--- config.mk ---
export PLATFORM = sky130hd
export DESIGN_NAME = hier_node_scan
export DESIGN_NICKNAME = d
export VERILOG_FILES = /design/src/rtl/hier_node_pkg.sv /design/src/rtl/hier_node_scan_leaf.sv /design/src/rtl/hier_node_scan.sv
export SDC_FILE = /design/constraint.sdc
export NUM_CORES = 1
export LEC_CHECK = 0
export CAP_MARGIN = 20
export CORE_ASPECT_RATIO = 1.1
export CORE_UTILIZATION = 55
export DETAILED_ROUTE_END_ITERATION = 12
export HOLD_SLACK_MARGIN = 0.15
export PLACE_DENSITY = 0.73
export SLEW_MARGIN = 30
export SYNTH_ARGS = -nofsm -noshare
export SYNTH_HDL_FRONTEND = slang
export SYNTH_HIERARCHICAL = 1
export SYNTH_SLANG_ARGS = --single-unit
--- constraint.sdc ---
create_clock -name clk -period 2.4 [get_ports clk]
set_input_delay 0.72 -clock clk [delete_from_list [all_inputs] [get_ports clk]]
set_output_delay 0.72 -clock clk [all_outputs]
set_load 0.01 [all_outputs]
--- src/rtl/hier_node_pkg.sv ---
// Shared types and helpers for the hierarchy scan node.
// Optional feature macro used by this block: HIER_NODE_PARITY_EN.
package hier_node_pkg;

  // Report scan FSM states
  typedef enum logic [1:0] {
    IDLE = 2'd0,
    SCAN = 2'd1,
    WAIT = 2'd2
  } scan_state_e;

  // Widest supported leaf counter; snapshot records are packed at this width
  localparam int SNAP_CNT_MAX_W = 32;

  // Packed snapshot record: {sat, count zero-extended to SNAP_CNT_MAX_W}
  typedef logic [SNAP_CNT_MAX_W:0] snap_rec_t;

  // $clog2 that never returns less than 1 (keeps a 1-bit id for one child)
  function automatic int clog2_min1(input int n);
    return (n <= 1) ? 1 : $clog2(n);
  endfunction

  function automatic snap_rec_t snap_pack(input logic [SNAP_CNT_MAX_W-1:0] count,
                                          input logic sat);
    return {sat, count};
  endfunction

  function automatic logic [SNAP_CNT_MAX_W-1:0] rec_count(input snap_rec_t rec);
    return rec[SNAP_CNT_MAX_W-1:0];
  endfunction

  function automatic logic rec_sat(input snap_rec_t rec);
    return rec[SNAP_CNT_MAX_W];
  endfunction

endpackage

--- src/rtl/hier_node_scan_leaf.sv ---
// Leaf event counter with a saturating live count, sticky saturation flag
// and a snapshot register pair. The snapshot outputs bypass to the live
// values during the snapshot cycle so the parent can register the first
// record in the same edge that takes the snapshot.
module hier_leaf_counter #(
  parameter int CNT_W = 8
) (
  input  logic             clk,
  input  logic             rst_n,
  input  logic             evt_i,
  input  logic             snap_i,
  output logic [CNT_W-1:0] snap_count_o,
  output logic             snap_sat_o
);

  localparam logic [CNT_W-1:0] CNT_MAX = '1;

  logic [CNT_W-1:0] count_q;
  logic             sat_q;
  logic [CNT_W-1:0] snap_count_q;
  logic             snap_sat_q;

  // Live counting and snapshot capture; an event in the snapshot cycle
  // belongs to the new interval.
  always_ff @(posedge clk or negedge rst_n) begin
    if (!rst_n) begin
      count_q      <= '0;
      sat_q        <= 1'b0;
      snap_count_q <= '0;
      snap_sat_q   <= 1'b0;
    end else if (snap_i) begin
      snap_count_q <= count_q;
      snap_sat_q   <= sat_q;
      count_q      <= {{(CNT_W-1){1'b0}}, evt_i};
      sat_q        <= 1'b0;
    end else if (evt_i) begin
      if (count_q == CNT_MAX) begin
        sat_q <= 1'b1;
      end else begin
        count_q <= count_q + 1'b1;
      end
    end
  end

  assign snap_count_o = snap_i ? count_q : snap_count_q;
  assign snap_sat_o   = snap_i ? sat_q   : snap_sat_q;

endmodule

--- src/rtl/hier_node_scan.sv ---
// Hierarchy node: NUM_CHILD leaf counters snapshotted together on start_i,
// then reported one record per child in ascending index order.
// Optional feature macro: HIER_NODE_PARITY_EN (adds rpt_parity_o).
//
// Handshake: a record transfers on a cycle where rpt_valid_o && rpt_ready_i.
// While rpt_valid_o is high and rpt_ready_i is low, every rpt_* output holds
// its value, and rpt_valid_o never drops without a transfer.
module hier_node_scan
  import hier_node_pkg::*;
#(
  parameter int NUM_CHILD = 5,
  parameter int CNT_W     = 8,
  localparam int ID_W     = clog2_min1(NUM_CHILD)
) (
  input  logic                 clk,
  input  logic                 rst_n,
  input  logic                 start_i,
  input  logic [NUM_CHILD-1:0] evt_i,
  output logic                 busy_o,
  output logic                 rpt_valid_o,
  input  logic                 rpt_ready_i,
  output logic [ID_W-1:0]      rpt_id_o,
  output logic [CNT_W-1:0]     rpt_count_o,
  output logic                 rpt_sat_o,
  output logic                 rpt_last_o
`ifdef HIER_NODE_PARITY_EN
  ,
  output logic                 rpt_parity_o
`endif
);

  localparam logic [ID_W-1:0] LAST_ID = ID_W'(NUM_CHILD - 1);

  scan_state_e      state_q, state_d;
  scan_state_e      dbg_state;
  logic             snap;
  logic             load;
  logic [ID_W-1:0]  sel_idx;
  snap_rec_t        sel_rec;

  logic             valid_q, valid_d;
  logic             busy_q, busy_d;
  logic [ID_W-1:0]  id_q, id_d;
  logic [CNT_W-1:0] count_q, count_d;
  logic             sat_q, sat_d;
  logic             last_q, last_d;

  logic [CNT_W-1:0] snap_count [NUM_CHILD];
  logic             snap_sat   [NUM_CHILD];

  // One leaf per child; all share the same snapshot strobe
  for (genvar k = 0; k < NUM_CHILD; k++) begin : inst
    hier_leaf_counter #(
      .CNT_W(CNT_W)
    ) leaf (
      .clk          (clk),
      .rst_n        (rst_n),
      .evt_i        (evt_i[k]),
      .snap_i       (snap),
      .snap_count_o (snap_count[k]),
      .snap_sat_o   (snap_sat[k])
    );
  end

  // Child whose snapshot feeds the next registered record
  always_comb begin
    sel_idx = '0;
    if (state_q == SCAN && id_q != LAST_ID) begin
      sel_idx = id_q + 1'b1;
    end
    sel_rec = snap_pack(SNAP_CNT_MAX_W'(snap_count[sel_idx]), snap_sat[sel_idx]);
  end

  // State register
  always_ff @(posedge clk or negedge rst_n) begin
    if (!rst_n) begin
      state_q <= IDLE;
    end else begin
      state_q <= state_d;
    end
  end

  // Next-state and next-record logic
  always_comb begin
    state_d = state_q;
    snap    = 1'b0;
    load    = 1'b0;
    valid_d = valid_q;
    busy_d  = busy_q;
    id_d    = id_q;
    count_d = count_q;
    sat_d   = sat_q;
    last_d  = last_q;
    unique case (state_q)
      IDLE: begin
        if (start_i) begin
          snap    = 1'b1;
          load    = 1'b1;
          valid_d = 1'b1;
          busy_d  = 1'b1;
          state_d = SCAN;
        end
      end
      SCAN: begin
        if (valid_q && rpt_ready_i) begin
          if (id_q == LAST_ID) begin
            valid_d = 1'b0;
            busy_d  = 1'b0;
            last_d  = 1'b0;
            state_d = WAIT;
          end else begin
            load = 1'b1;
          end
        end
      end
      WAIT: begin
        state_d = IDLE;
      end
      default: begin
        state_d = IDLE;
      end
    endcase
    if (load) begin
      id_d    = sel_idx;
      count_d = CNT_W'(rec_count(sel_rec));
      sat_d   = rec_sat(sel_rec);
      last_d  = (sel_idx == LAST_ID);
    end
  end

  // Registered report outputs
  always_ff @(posedge clk or negedge rst_n) begin
    if (!rst_n) begin
      valid_q <= 1'b0;
      busy_q  <= 1'b0;
      id_q    <= '0;
      count_q <= '0;
      sat_q   <= 1'b0;
      last_q  <= 1'b0;
    end else begin
      valid_q <= valid_d;
      busy_q  <= busy_d;
      id_q    <= id_d;
      count_q <= count_d;
      sat_q   <= sat_d;
      last_q  <= last_d;
    end
  end

`ifdef HIER_NODE_PARITY_EN
  logic parity_q;

  // Parity is captured with the record it covers, so it holds under stall
  always_ff @(posedge clk or negedge rst_n) begin
    if (!rst_n) begin
      parity_q <= 1'b0;
    end else if (load) begin
      parity_q <= ^{sat_d, id_d, count_d};
    end
  end

  assign rpt_parity_o = parity_q;
`endif

  assign dbg_state   = state_q;
  assign busy_o      = busy_q;
  assign rpt_valid_o = valid_q;
  assign rpt_id_o    = id_q;
  assign rpt_count_o = count_q;
  assign rpt_sat_o   = sat_q;
  assign rpt_last_o  = last_q;

endmodule

**After elaboration in Yosys (flattened, before gate mapping)**

Cells that the tools add are included.

- Register bits: 106
- Input bits: 9
- Output and inout port bits: 15

- Add/subtract/negate cells: 6
- Order comparisons: 1
- Eq/ne operators: 17
- Muxes and demuxes: 62
- Bitwise gates (word level): 1
- Reductions and logical operators: 30

Operator list:

| operator | count |
|---|---|
| two-way mux 8 bit | 22 |
| adder 8 x 1 -> 8 bit (second input constant) | 5 |
| == test 8 bit (second input constant) | 5 |
| two-way mux 1 bit | 31 |
| nonzero test 2 bit | 14 |
| binary-select mux 8 bit (select 3 bit) | 1 |
| AND reduction 2 bit | 10 |
| != test 2 bit (second input constant) | 5 |
| == test 3 bit (second input constant) | 2 |
| two-way mux 2 bit | 3 |
| != test 2 x 1 -> 1 bit (second input constant) | 3 |
| AND reduction 3 bit | 2 |
| >= comparator 4 bit (second input constant) | 1 |
| inverter 3 -> 4 bit | 1 |
| case mux 1 bit (2 select lines) | 2 |
| case mux 2 bit (2 select lines) | 1 |
| AND reduction 4 bit | 1 |
| adder 3 x 1 -> 3 bit (second input constant) | 1 |
| binary-select mux 1 bit (select 3 bit) | 1 |
| two-way mux 3 bit | 1 |
| != test 3 bit (second input constant) | 1 |
| == test 2 x 1 -> 1 bit (second input constant) | 1 |
| logical AND 1 bit | 2 |
| logical NOT 2 bit | 1 |

**Longest topological paths before layout**

- Depth in word-level cells: 7
- Mapped depth: 9

**By module**

Netlist, hierarchy kept.

Modules (own cells, without submodules):

| module | instances | cells each | area an instance (µm²) | sequential area each (µm²) |
|---|---|---|---|---|
| hier_leaf_counter at inst[0].leaf ... | 4 | 74 | 869.6 | 450.4 |
| hier_node_scan | 1 | 133 | 1213.7 | 400.4 |
| hier_leaf_counter at inst[2].leaf | 1 | 72 | 862.1 | 450.4 |

**Worst setup path after synthesis**

No wires, ideal clock.

- Path kind: flip-flop to flip-flop
- Start: register id_q[0] (netlist: rpt_id_o[0])
- End: register count_q[7] (netlist: rpt_count_o[7])
- Setup time: 96 ps
- Arrival time: 2106 ps
- Required time: 2304 ps
- Path slack: 198 ps
- Stages on the path, launching flop included: 8
- Clock period less this slack: 2202 ps
- Cells stage by stage: dfrtp_1 -> inv_1 -> clkbuf_1 -> ha_1 -> or3b_4 -> a2111oi_4 -> a22oi_1 -> o31ai_1

- Longest elaborated chain between the ends: 7

RTL lines:

| item | RTL line | text |
|---|---|---|
| start, declared | hier_node_scan.sv:43 | `logic [ID_W-1:0] id_q, id_d;` |
| start signal, assigned | hier_node_scan.sv:143 | `id_q <= id_d;` |
| branches (longest 7 deep; another with adder 3 x 1 -> 3 bit) | - |  |
| end signal, assigned | hier_node_scan.sv:144 | `count_q <= count_d;` |
| end, declared | hier_node_scan.sv:44 | `logic [CNT_W-1:0] count_q, count_d;` |

Parallel ways; which one is timed is not known. The select of a mux whose other input is x is not followed.
A chain may end at the register's enable or synchronous reset.

==> summary.txt <==
VDD IR max: 0.632 mV
critical path required time: 2650 ps
routability cong.: 0.802
initial antenna violation count: 0
Die ar.: 10500 um^2
setup skew after layout: 16.8 ps
power density cells: 1210 nW/um^2
Site Rows: 38
Root Buffer Master: clkbuf_8
total power draw: 7410 uW
input/output buffers: 23
Top FF cell, synth: dfrtp_1
Routed WL per cell: 17.7 um
first-pass GRT wire length: 18800 um
GRT Total Usage: 22.6%
sequential area share after synthesis: 47.8%
Max Cap Violations: 0
WL final: 11400 um
Worst Hold Class: in2async
Die H: 107 um
Synth Register Bits: 106
Leakage: 0.00269 uW
Chip Width: 97.8 um
vias in the first global route: 3846
antenna viol nets, final: 0
critical path type: in2reg
ANT cells: 0
syn avg cell area: 11.1 um^2
max-slew violations: 0
core area: 9840 um^2
Final Hold Viols: 0
count leader, synth: dfrtp_1
Synth-to-Final Area Change: 9.87%
via count: 4028
# DRC: 8
Post-synth EDFFs: 0
setup violators final: 0
CTS sink cnt: 106
highest fanout seen on the critical path: 42
H-tree depth: 3
largest net degree at the start of global routing: 107
Initial DRT Pass Iterations: 11
Synth top area share: 47.8%
clock transition time at the flip-flop clock pins of the worst setup and hold paths: 100 ps
crit path DAT: 2570 ps
Clk Latency, worst-skew pair: 370 ps
CTS tree: done
Synth Cell Area: 5550 um^2
Longest Clk Path Bufs: 2
status: complete, but fails checks
synth warn: 6
Synth Instances: 501
Post-DP Area: 5920 um^2
Synth area leader: dfrtp_1
minimum clock period: 2320 ps
Synth area leaders: dfrtp_1, mux2_2, mux2i_1
CP startpoint kind: input port
I/O pin count: 24
top cells by count, synth: dfrtp_1, mux2_2, nand2_1, nor2_1, mux2i_1
Yosys cell types: 57
failing checks: design-rule violations
starting density of the core: 56.4%
via/cell ratio: 6.24
Final period util: 96.7%
global route total overflow: 0
Slew headroom: 63.5%
Nets: 536
ys async rst share: 100%
post-route design area: 6100 um^2
layout cells sized above 1: 21.0%
Initial DRC Count: 248
CTS Buf Count: 9
Max Freq: 431 MHz
CP endpoint kind: flip-flop
measured slew at the worst slew-check pin: 547 ps
RSZ-0062 raised after global routing: true
syn_nets: 517
DP Wirelength: 7860 um
## worst paths after layout
check                                                  start                           end  slack [ps]  cells after the start
worst max-delay path                                 start_i                rpt_count_o[0]          80                      9
worst min-delay path                                   rst_n       inst[4].leaf/count_q[0]         400                      2
worst max register to register                   rpt_id_o[0]                rpt_count_o[0]         230                      7
worst min register to register  inst[2].leaf/snap_count_q[5]  inst[2].leaf/snap_count_q[5]         510                      1
max in group asynchronous                              rst_n                rpt_count_o[0]        1590                      2
min in group clk                inst[2].leaf/snap_count_q[5]  inst[2].leaf/snap_count_q[5]         510                      1
## layout by cell type (no fill, tap or decap), drive strengths merged, types with 2 or more instances in the layout
cell type	Yosys	final
dfrtp	106	106
mux2	53	53
nor2	30	30
nand2	29	29
mux2i	23	23
nand3	23	23
clkdlybuf4s50	0	22
a21oi	22	22
buf	20	21
nor2b	13	13
and3	11	11
nand4	11	11
clkbuf	15	11
o31ai	10	10
nor4b	9	9
o21a	9	9
a22oi	9	9
nor3b	9	9
a31oi	8	8
nor3	8	8
inv	8	7
ha	7	7
a211oi	7	7
a41oi	6	6
o21ai	6	6
a311oi	5	5
and2	5	5
and4	5	5
a31o	5	5
nand2b	4	4
o311a	4	4
o311ai	4	4
o41ai	4	4
a21boi	4	4
clkinv	0	3
clkinvlp	0	2
## what timing repair did
action                     in CTS  in global routing
hold buffers                    0                  0
buffers inserted                0                  0
setup endpoints to repair       0                  2
gates resized for setup         0                  0
hold endpoints to repair        0                  0
## layer usage
layer  part of all wire [%]  vias up  track usage, %
met5                      0        -               0
met4                    1.3        0            8.01
met3                    2.9       12            3.70
met2                     50       70            37.9
met1                     45     2028            29.9
li1                       -     1918               -
## per-stage QoR
stage	hold WS (ps)	setup TNS [ps]	utilization, %	std cells	setup slack [ps]
floorplan	424	0	-	501	198
global placement	483	-2000	60.1	629	-260
detailed placement	488	-2220	60.1	629	-293
CTS	429	0	62.0	645	105
global route	427	-4.01	62.0	645	-2.85
finish	400	0	62.0	645	80.2
## cell type report
type / count / area, um^2
fill: 799 / 3740
multi-input combinational: 352 / 2680
sequential: 106 / 2650
timing repair buffer: 43 / 403
tap: 120 / 150
clock buffer: 11 / 131
clock inverter: 5 / 55.1
inverter: 8 / 31.3
## where the power goes
group          switching (uW)  internal (uW)
Clock                     595            480
Combinational            1710           1640
Sequential                606           2380
## registers in the layout, summed over array words and instances, names as in the netlist
name / flops
rpt_sat_o: 1
inst.leaf/sat_q: 5
inst.leaf/count_q: 40
dbg_state: 2
rpt_id_o: 3
rpt_last_o: 1
rpt_count_o: 8
inst.leaf/snap_count_q: 40
inst.leaf/snap_sat_q: 5
busy_o: 1
## critical path, stage by stage
cell and delay [ps]:
clkdlybuf4s50_1 480, nand2_1 90, clkinv_2 120, buf_12 230, mux2_2 370, mux2i_1 180
nand2_1 70, mux2i_1 190, o31ai_1 90
## logic make-up after synthesis
logic type | Yosys count | synth area share (%)
buffers and inverters | 43 | 4.01
flip-flops | 106 | 47.8
multiplexers | 76 | 15.2
AND/OR/NAND/NOR | 161 | 16.8
adder cells (fa/ha/maj) | 7 | 1.58
AO/OA/AOI/OAI | 108 | 14.7
Power figures use the tool's default switching activity.
